$ cat src/rtl/reg_dump_reader_pkg.sv
// Shared definitions for the register file and its dump reader: file geometry
// and the dump FSM state encoding.
package reg_dump_reader_pkg;

    localparam int REG_ADDR_WIDTH = 5;
    localparam int REG_DATA_WIDTH = 32;
    localparam int NUM_REGS       = 32;

    typedef logic [1:0] dumpState_t;

    localparam logic [1:0] ST_IDLE    = 2'd0;
    localparam logic [1:0] ST_FETCH   = 2'd1;
    localparam logic [1:0] ST_PRESENT = 2'd2;
    localparam logic [1:0] ST_DONE    = 2'd3;

endpackage

$ cat src/rtl/reg_dump_reader_if.sv
// Control, register-file read port and dump stream of the dump reader.
// Dump stream: a word moves on every rising edge where DumpValid & DumpReady;
// while DumpValid is high and not yet accepted, DumpData/DumpIndex stay fixed.
interface reg_dump_reader_if
    import reg_dump_reader_pkg::*;
#(
    parameter int WIDTH      = REG_DATA_WIDTH,
    parameter int ADDR_WIDTH = REG_ADDR_WIDTH
);

    logic                  Start;
    logic                  Abort;
    logic [ADDR_WIDTH-1:0] ReadRegister;
    logic [WIDTH-1:0]      ReadData;
    logic                  DumpValid;
    logic                  DumpReady;
    logic [WIDTH-1:0]      DumpData;
    logic [ADDR_WIDTH-1:0] DumpIndex;
    logic                  Busy;
    logic                  Done;
    logic [WIDTH-1:0]      Checksum;
    logic                  ZeroError;
    dumpState_t            DebugState;

    modport master (
        input  Start, Abort, ReadData, DumpReady,
        output ReadRegister, DumpValid, DumpData, DumpIndex,
               Busy, Done, Checksum, ZeroError, DebugState
    );

    modport slave (
        output Start, Abort, ReadData, DumpReady,
        input  ReadRegister, DumpValid, DumpData, DumpIndex,
               Busy, Done, Checksum, ZeroError, DebugState
    );

endinterface

$ cat src/rtl/reg_dump_reader.sv
// Walks a register file read port over FIRST_REG..LAST_REG, streaming each word
// with its index while accumulating an additive checksum and a register-0 check.
module reg_dump_reader
    import reg_dump_reader_pkg::*;
#(
    parameter int WIDTH      = REG_DATA_WIDTH,
    parameter int ADDR_WIDTH = REG_ADDR_WIDTH,
    parameter int FIRST_REG  = 0,
    parameter int LAST_REG   = NUM_REGS - 1
) (
    input  logic             Clk,
    input  logic             ResetN,
    reg_dump_reader_if.master bus
);

    if (FIRST_REG < 0 || FIRST_REG > LAST_REG || LAST_REG >= (1 << ADDR_WIDTH)) begin : gBadRange
        $error("reg_dump_reader: FIRST_REG/LAST_REG outside 0..2**ADDR_WIDTH-1 or reversed");
    end

    localparam logic [ADDR_WIDTH-1:0] FIRST_ADDR = ADDR_WIDTH'(FIRST_REG);
    localparam logic [ADDR_WIDTH-1:0] LAST_ADDR  = ADDR_WIDTH'(LAST_REG);

    dumpState_t            state;
    logic [ADDR_WIDTH-1:0] readRegister;
    logic                  dumpValid;
    logic [WIDTH-1:0]      dumpData;
    logic [ADDR_WIDTH-1:0] dumpIndex;
    logic [WIDTH-1:0]      checksum;
    logic                  zeroError;
    logic                  transfer;

    assign transfer = dumpValid & bus.DumpReady;

    always_ff @(posedge Clk or negedge ResetN) begin
        if (!ResetN) begin
            state        <= ST_IDLE;
            readRegister <= FIRST_ADDR;
            dumpValid    <= 1'b0;
            dumpData     <= '0;
            dumpIndex    <= '0;
            checksum     <= '0;
            zeroError    <= 1'b0;
        end else if (state != ST_IDLE && bus.Abort) begin
            // Abort wins over a pending transfer; partial checksum is kept.
            state     <= ST_IDLE;
            dumpValid <= 1'b0;
        end else begin
            case (state)
                ST_IDLE: begin
                    if (bus.Start) begin
                        state        <= ST_FETCH;
                        readRegister <= FIRST_ADDR;
                        checksum     <= '0;
                        zeroError    <= 1'b0;
                    end
                end
                ST_FETCH: begin
                    dumpData  <= bus.ReadData;
                    dumpIndex <= readRegister;
                    dumpValid <= 1'b1;
                    state     <= ST_PRESENT;
                end
                ST_PRESENT: begin
                    if (transfer) begin
                        checksum  <= checksum + dumpData;
                        dumpValid <= 1'b0;
                        if (dumpIndex == '0 && dumpData != '0) begin
                            zeroError <= 1'b1;
                        end
                        // Stop at LAST_ADDR without incrementing so the address never wraps.
                        if (dumpIndex == LAST_ADDR) begin
                            state <= ST_DONE;
                        end else begin
                            readRegister <= readRegister + ADDR_WIDTH'(1);
                            state        <= ST_FETCH;
                        end
                    end
                end
                ST_DONE: begin
                    state <= ST_IDLE;
                end
                default: begin
                    state <= ST_IDLE;
                end
            endcase
        end
    end

    assign bus.ReadRegister = readRegister;
    assign bus.DumpValid    = dumpValid;
    assign bus.DumpData     = dumpData;
    assign bus.DumpIndex    = dumpIndex;
    assign bus.Busy         = (state == ST_FETCH) || (state == ST_PRESENT);
    assign bus.Done         = (state == ST_DONE);
    assign bus.Checksum     = checksum;
    assign bus.ZeroError    = zeroError;
    assign bus.DebugState   = state;

endmodule

$ cat src/flat_wrapper.sv
// flat-port wrapper written by rule: the top's interface ports become plain ports
module reg_dump_reader_flat import reg_dump_reader_pkg::*;
#(
    parameter int WIDTH      = REG_DATA_WIDTH,
    parameter int ADDR_WIDTH = REG_ADDR_WIDTH,
    parameter int FIRST_REG  = 0,
    parameter int LAST_REG   = NUM_REGS - 1
)
  (Clk, ResetN, bus_Start, bus_Abort, bus_ReadData, bus_DumpReady, bus_ReadRegister, bus_DumpValid, bus_DumpData, bus_DumpIndex, bus_Busy, bus_Done, bus_Checksum, bus_ZeroError, bus_DebugState);
  reg_dump_reader_if #(.WIDTH(WIDTH), .ADDR_WIDTH(ADDR_WIDTH)) bus_i ();
  input  logic Clk;
  input  logic ResetN;
  input wire logic [$bits(bus_i.Start)-1:0] bus_Start;
  input wire logic [$bits(bus_i.Abort)-1:0] bus_Abort;
  input wire logic [$bits(bus_i.ReadData)-1:0] bus_ReadData;
  input wire logic [$bits(bus_i.DumpReady)-1:0] bus_DumpReady;
  output wire logic [$bits(bus_i.ReadRegister)-1:0] bus_ReadRegister;
  output wire logic [$bits(bus_i.DumpValid)-1:0] bus_DumpValid;
  output wire logic [$bits(bus_i.DumpData)-1:0] bus_DumpData;
  output wire logic [$bits(bus_i.DumpIndex)-1:0] bus_DumpIndex;
  output wire logic [$bits(bus_i.Busy)-1:0] bus_Busy;
  output wire logic [$bits(bus_i.Done)-1:0] bus_Done;
  output wire logic [$bits(bus_i.Checksum)-1:0] bus_Checksum;
  output wire logic [$bits(bus_i.ZeroError)-1:0] bus_ZeroError;
  output wire logic [$bits(bus_i.DebugState)-1:0] bus_DebugState;
  assign bus_i.Start = bus_Start;
  assign bus_i.Abort = bus_Abort;
  assign bus_i.ReadData = bus_ReadData;
  assign bus_i.DumpReady = bus_DumpReady;
  assign bus_ReadRegister = bus_i.ReadRegister;
  assign bus_DumpValid = bus_i.DumpValid;
  assign bus_DumpData = bus_i.DumpData;
  assign bus_DumpIndex = bus_i.DumpIndex;
  assign bus_Busy = bus_i.Busy;
  assign bus_Done = bus_i.Done;
  assign bus_Checksum = bus_i.Checksum;
  assign bus_ZeroError = bus_i.ZeroError;
  assign bus_DebugState = bus_i.DebugState;
  reg_dump_reader #(.WIDTH(WIDTH), .ADDR_WIDTH(ADDR_WIDTH), .FIRST_REG(FIRST_REG), .LAST_REG(LAST_REG)) u_core (.Clk(Clk), .ResetN(ResetN), .bus(bus_i));
endmodule
$ cat config.mk
export PLATFORM = sky130hd
export DESIGN_NAME = reg_dump_reader_flat
export DESIGN_NICKNAME = d
export VERILOG_FILES = /design/src/rtl/reg_dump_reader_pkg.sv /design/src/rtl/reg_dump_reader_if.sv /design/src/rtl/reg_dump_reader.sv /design/src/flat_wrapper.sv
export SDC_FILE = /design/constraint.sdc
export NUM_CORES = 1
export LEC_CHECK = 0
export ABC_AREA = 1
export CAP_MARGIN = 30
export CORE_MARGIN = 4
export CORE_UTILIZATION = 30
export CTS_CLUSTER_SIZE = 24
export DETAILED_ROUTE_END_ITERATION = 10
export GPL_TIMING_DRIVEN = 0
export HOLD_SLACK_MARGIN = 0.15
export SYNTH_ARGS = -nofsm -noshare
export SYNTH_HDL_FRONTEND = slang
export SYNTH_SLANG_ARGS = --single-unit
$ cat constraint.sdc
create_clock -name Clk -period 4.9 [get_ports Clk]
set_input_delay 0.98 -clock Clk [delete_from_list [all_inputs] [get_ports Clk]]
set_output_delay 0.98 -clock Clk [all_outputs]
set_load 0.01 [all_outputs]
==> results of run 1 <==
final timing paths:
path	slack (ns)	start	to	cells after the start
worst max-delay path	2.13	u_core.bus.DebugState[1]	bus_Busy	3
worst min-delay path	0.48	ResetN	u_core.bus.Checksum[27]	1
worst max register to register	2.59	u_core.bus.Checksum[0]	u_core.bus.Checksum[28]	13
worst min register to register	0.51	u_core.bus.Checksum[28]	u_core.bus.Checksum[28]	2
max in group asynchronous	3.81	ResetN	u_core.bus.Checksum[9]	2
min in group Clk	0.51	u_core.bus.Checksum[28]	u_core.bus.Checksum[28]	2
cells in the final DEF (no fill, tap or decap), types with 3 or more instances in the layout:
cell type	Yosys	routed
ha_1	37	37
a21oi_1	47	47
nand2_1	299	299
a21oi_2	7	7
nor2_1	80	80
dfrtp_1	78	78
buf_2	7	7
o21ai_0	17	17
nand3_1	47	47
o21bai_1	3	3
nand4_1	10	10
mux2_2	14	14
clkbuf_1	3	4
clkbuf_16	0	9
clkdlybuf4s50_1	0	115
o21ai_1	10	10
inv_1	146	146
sequential cells by signal, summed over array words and instances (netlist names):
name and flops:
u_core.bus.ZeroError 1, u_core.bus.DebugState 2, u_core.bus.DumpIndex 5, u_core.bus.ReadRegister 5, u_core.bus.DumpData 32, u_core.bus.DumpValid 1
u_core.bus.Checksum 32
cell usage after synthesis, drive strengths merged:
| master | n |
|---|---|
| dfrtp | 78 |
| and2 | 2 |
| nand4 | 10 |
| nor3b | 1 |
| nand2 | 302 |
| and3 | 1 |
| o22ai | 1 |
| a22o | 1 |
| nor4 | 1 |
| ha | 37 |
| mux2 | 14 |
| fa | 1 |
| buf | 9 |
| nand3b | 2 |
| o21ai | 27 |
| xnor2 | 2 |
| nor3 | 3 |
| a31oi | 1 |
| inv | 148 |
| or2 | 1 |
| clkbuf | 3 |
| nand3 | 48 |
| o21bai | 3 |
| nor2 | 83 |
| a21o | 1 |
| a21oi | 54 |
| xor2 | 1 |
| o31ai | 1 |
per-layer routing:
layer / up-vias / part of all wire, % / track usage [%]
met3: 20 / 5.8 / 4.21
li1: 2852 / - / -
met4: 0 / 1.7 / 5.20
met2: 121 / 44 / 26.3
met1: 2444 / 49 / 24.1
met5: - / 0 / 0
through the flow:
stage | total power [mW] | hold slack [ns]
2_1_floorplan | 3.29 | 0.539
3_3_place_gp | 4.53 | 0.494
3_5_place_dp | 4.56 | 0.504
4_1_cts | 5.33 | 0.477
5_1_grt | 5.83 | 0.491
6_report | 5.29 | 0.475
cell type report:
cell class | count | area [µm²] | area share [%]
multi-input combinational | 598 | 3030 | 40.9
sequential | 78 | 1950 | 26.4
timing repair buffer | 117 | 1190 | 16.0
inverter | 148 | 561 | 7.58
tap | 229 | 287 | 3.88
clock buffer | 10 | 229 | 3.10
clock inverter | 6 | 86.3 | 1.17
buffer | 12 | 65.1 | 0.880
power by group:
part	internal, mW	switching (mW)	total [mW]	leakage [nW]
clock network	0.446	0.298	0.743	0.152
logic	1.35	1.99	3.34	2.85
registers	0.912	0.286	1.20	0.979
cells by family (layout without fill, tap and decap cells):
| family | Yosys count | count (layout) | synth area share (%) |
|---|---|---|---|
| AND/OR/NAND/NOR | 454 | 454 | 33.3 |
| buffers and inverters | 160 | 293 | 11.2 |
| AO/OA/AOI/OAI | 89 | 89 | 8.75 |
| flip-flops | 78 | 78 | 34.8 |
| adder cells (fa/ha/maj) | 38 | 38 | 8.62 |
| multiplexers | 14 | 14 | 2.81 |
| XOR/XNOR | 3 | 3 | 0.469 |
==> results.cfg, run 1 <==
[status]
status = completed

[power]
leakage_nw = 3.98
power.density_nw_per_um2 = 715
ir_drop_mv = 0.250

[clock_network]
cts_resized = 0
cts_buffers = 9
clockRootBuffer = clkbuf_16
cts.path.max_buffers = 2
cts.sinks = 78
hold_buffers = 0
h-tree-depth = 3
insertion_delay_ns = 0.36
path_clk_slew_ns = 0.07
cts_setup_buffers = 0
cts_tree = yes

[worst_setup_path]
required_ns = 3.92
crit_type = flip-flop to output pin
cp_cell_sequence = inv_1 -> ha_1 -> clkdlybuf4s50_1
crit_arrival_ns = 1.79
cp_top_family = buffers and inverters
cp_max_fo = 5
cp_slowest_stage_delay_ns = 0.54
end_kind = output pin
cp-start-kind = flip-flop
slowest_stage = clkdlybuf4s50_1
crit_buf_inv = 2

[routing]
ant_nets = 0
wl_per_cell_um = 14.5
vias_per_cell = 4.54
drcViolationCount = 0
vias = 5437
routed_wl_um = 17400
first_pass_iters = 6
initialDrtViolationCount = 252

[placed_design]
dp_cells = 1182
portBuffers = 116
gp_congestion = 0.906
pre_cts_slack_ns = 2.20
hpwl_um = 13900
dpl_cell_area_um2 = 7080

[logic_synthesis]
synth_seq_cells = 78
ys_seq_area_share_pct = 34.8
avgSynthCellArea_um2 = 6.70
synth_area_leaders = dfrtp_1, nand2_1, inv_1
synth.distinct_cells = 40
netlist.area_leader.share_pct = 34.8
synthCells = 836
yosys.area.top_type = dfrtp_1
synth_nets = 911
synth_warnings = 0
syn_area_um2 = 5600

[timing]
final-max-slew-violation-count = 0
fmax_ghz = 0.360
rsz0062_at_grt = false
tightest_slew_ns = 0.553
fin_tns_setup_ns = 0
setup_violations = 0
relSlewSlack_pct = 63.2
setup_ws_ns = 2.13
hold_viol = 0
clock-skew-final_ns = 0.0137
fin_crit_sh_pct = 56.6
fin_crit_ns = 2.77

[floorplan]
die_height_um = 145
coreArea_um2 = 18100
die_x_um = 145
initial_utilization_pct = 30.9
die_area_um2 = 20900
rows = 49
io_pins = 117

[finish]
layout-drive-gt1-share_pct = 5.99
syn2layout_area_growth_pct = 31.9
final_area_um2 = 7390
num_antenna_cells = 0
stdcell_count = 1198
fillers = 1963
nNetsFinal = 1039
post-route-util_pct = 40.7

[global_routing]
grt_max_degree = 65
gr-total-overflow = 0
grt_pass1_wl_um = 27700
antenna_found_initial = 0
grt_pass1_vias = 5340
grt_use_total_pct = 17.2

[flow_run]
drv_cap = 0

[min_path]
hp-class = primary input to async pin
(Power assumes the default switching activity.)
==> run 2: changes to the inputs <==
==> constraint.sdc (replaced) <==
create_clock -name Clk -period 2.62 [get_ports Clk]
set_input_delay 0.524 -clock Clk [delete_from_list [all_inputs] [get_ports Clk]]
set_output_delay 0.524 -clock Clk [all_outputs]
set_load 0.01 [all_outputs]
==> results.cfg, run 2 (synthesis gave the netlist of run 1 again) <==
[status]
status = completed

[timing]
rsz0062_at_grt = false
final-max-slew-violation-count = 0
clock-skew-final_ns = 0.0135
setup_violations = 0
fmax_ghz = 0.431
fin_crit_sh_pct = 88.6
tightest_slew_ns = 0.553
timing.hold.ws_ns = 0.510
relSlewSlack_pct = 63.1
setup_ws_ns = 0.298
fin_crit_ns = 2.32
hold_viol = 0

[routing]
drcViolationCount = 0
vias = 5454
ant_nets = 0
initialDrtViolationCount = 250
routed_wl_um = 17400
vias_per_cell = 4.55
wl_per_cell_um = 14.5
first_pass_iters = 6

[finish]
num_antenna_cells = 0
layout_commonest_cell = nand2_1
layout-drive-gt1-share_pct = 5.98
syn2layout_area_growth_pct = 32.1
layout_common_cells = nand2_1, inv_1, clkdlybuf4s50_1, nor2_1, dfrtp_1
nNetsFinal = 1040
post-route-util_pct = 40.8
fillers = 1959

[placed_design]
hpwl_um = 13900
portBuffers = 116
pre_cts_slack_ns = 0.350
gp_congestion = 0.906

[clock_network]
cts_setup_buffers = 0
h-tree-depth = 3
cts_buffers = 9
clockRootBuffer = clkbuf_16
insertion_delay_ns = 0.36
cts.sinks = 78
cts.path.max_buffers = 2
path_clk_slew_ns = 0.06
cts_tree = yes

[floorplan]
io_pins = 117
die_height_um = 145
rows = 49
coreArea_um2 = 18100
initial_utilization_pct = 30.9
die_area_um2 = 20900
die_x_um = 145

[power]
power.density_nw_per_um2 = 1340
total_power_mw = 9.90
leakage_nw = 3.98
ir_drop_mv = 0.467

[global_routing]
grt_pass1_wl_um = 27700
antenna_found_initial = 0
gr-total-overflow = 0
grt_pass1_vias = 5334
grt_max_degree = 65
grt_use_total_pct = 17.2

[worst_setup_path]
worstSetupStartpoint = u_core.bus.DebugState[1]
end_kind = output pin
cp-start-kind = flip-flop
crit_type = flip-flop to output pin
cp_max_fo = 5
reg2reg_from = u_core.bus.Checksum[0]
required_ns = 2.10
crit_arrival_ns = 1.80

[flow_run]
drv_cap = 0

[min_path]
hp-class = flip-flop to flip-flop
worstHoldStart = u_core.bus.Checksum[28]
-- run 2: changes by cell type in the layout (fill, tap and decap cells not counted) --
cell / previous run / this run
dlygate4sd3_1: 0 / 1
-- run 2: final timing paths --
| check | endpoint | slack [ns] | cells past startpoint |
|---|---|---|---|
| worst max-delay path | bus_Busy | 0.30 | 3 |
| worst min-delay path | u_core.bus.Checksum[28] | 0.51 | 2 |
| worst max register to register | u_core.bus.Checksum[28] | 0.31 | 13 |
| worst min register to register | u_core.bus.Checksum[28] | 0.51 | 2 |
| max in group asynchronous | u_core.bus.DumpData[8] | 1.45 | 3 |
| min in group asynchronous | u_core.bus.Checksum[27] | 0.55 | 2 |
-- run 2: where the power goes --
part	total [mW]	leakage [nW]	switching, mW	internal (mW)
clock network	1.40	0.152	0.564	0.834
registers	2.24	0.979	0.532	1.71
logic	6.26	2.85	3.73	2.53
-- run 2: metal layers --
metal  vias to the layer above  part of all wire, %  track usage, %
met1                      2447                   48            24.1
met2                       126                   44            26.3
met5                         -                    0               0
met4                         0                  1.8            5.20
met3                        21                  6.2            4.21
li1                       2860                    -               -
-- run 2: final cells by class --
cell class	count	area [µm²]	area share, %
sequential	78	1950	26.4
multi-input combinational	598	3030	40.9
buffer	12	65.1	0.879
clock buffer	10	229	3.09
timing repair buffer	118	1200	16.2
clock inverter	6	86.3	1.17
tap	229	287	3.87
inverter	148	561	7.57
-- run 2: worst max-delay path: stages (launching register included) --
cell and delay [ns]:
dfrtp_1 0.43, inv_1 0.14, ha_1 0.33, clkdlybuf4s50_1 0.54
-- run 2: per-stage QoR --
stage	instance area, µm²	setup TNS, ns	std cells
4_1_cts	7400	0	1199
3_3_place_gp	7050	-154.20	1181
6_report	7400	0	1199
2_1_floorplan	5600	0	836
3_5_place_dp	7080	0	1182
5_1_grt	7400	0	1199
-- run 2: timing repair --
item / 4_1_cts / 5_1_grt
gates resized for setup: 0 / 0
endpoints found under the hold margin: 14 / 0
hold buffers: 1 / 0
endpoints found under the setup margin: 0 / 0
==> run 3: changes to the inputs <==
--- a/config.mk
+++ b/config.mk
@@ -13,6 +13,7 @@
 export DETAILED_ROUTE_END_ITERATION = 10
 export GPL_TIMING_DRIVEN = 0
 export HOLD_SLACK_MARGIN = 0.15
+export SKIP_LAST_GASP = 1
 export SYNTH_ARGS = -nofsm -noshare
 export SYNTH_HDL_FRONTEND = slang
 export SYNTH_SLANG_ARGS = --single-unit
==> results of run 3 <==
The final DEF is identical to that of run 2; final timing and power are the same.
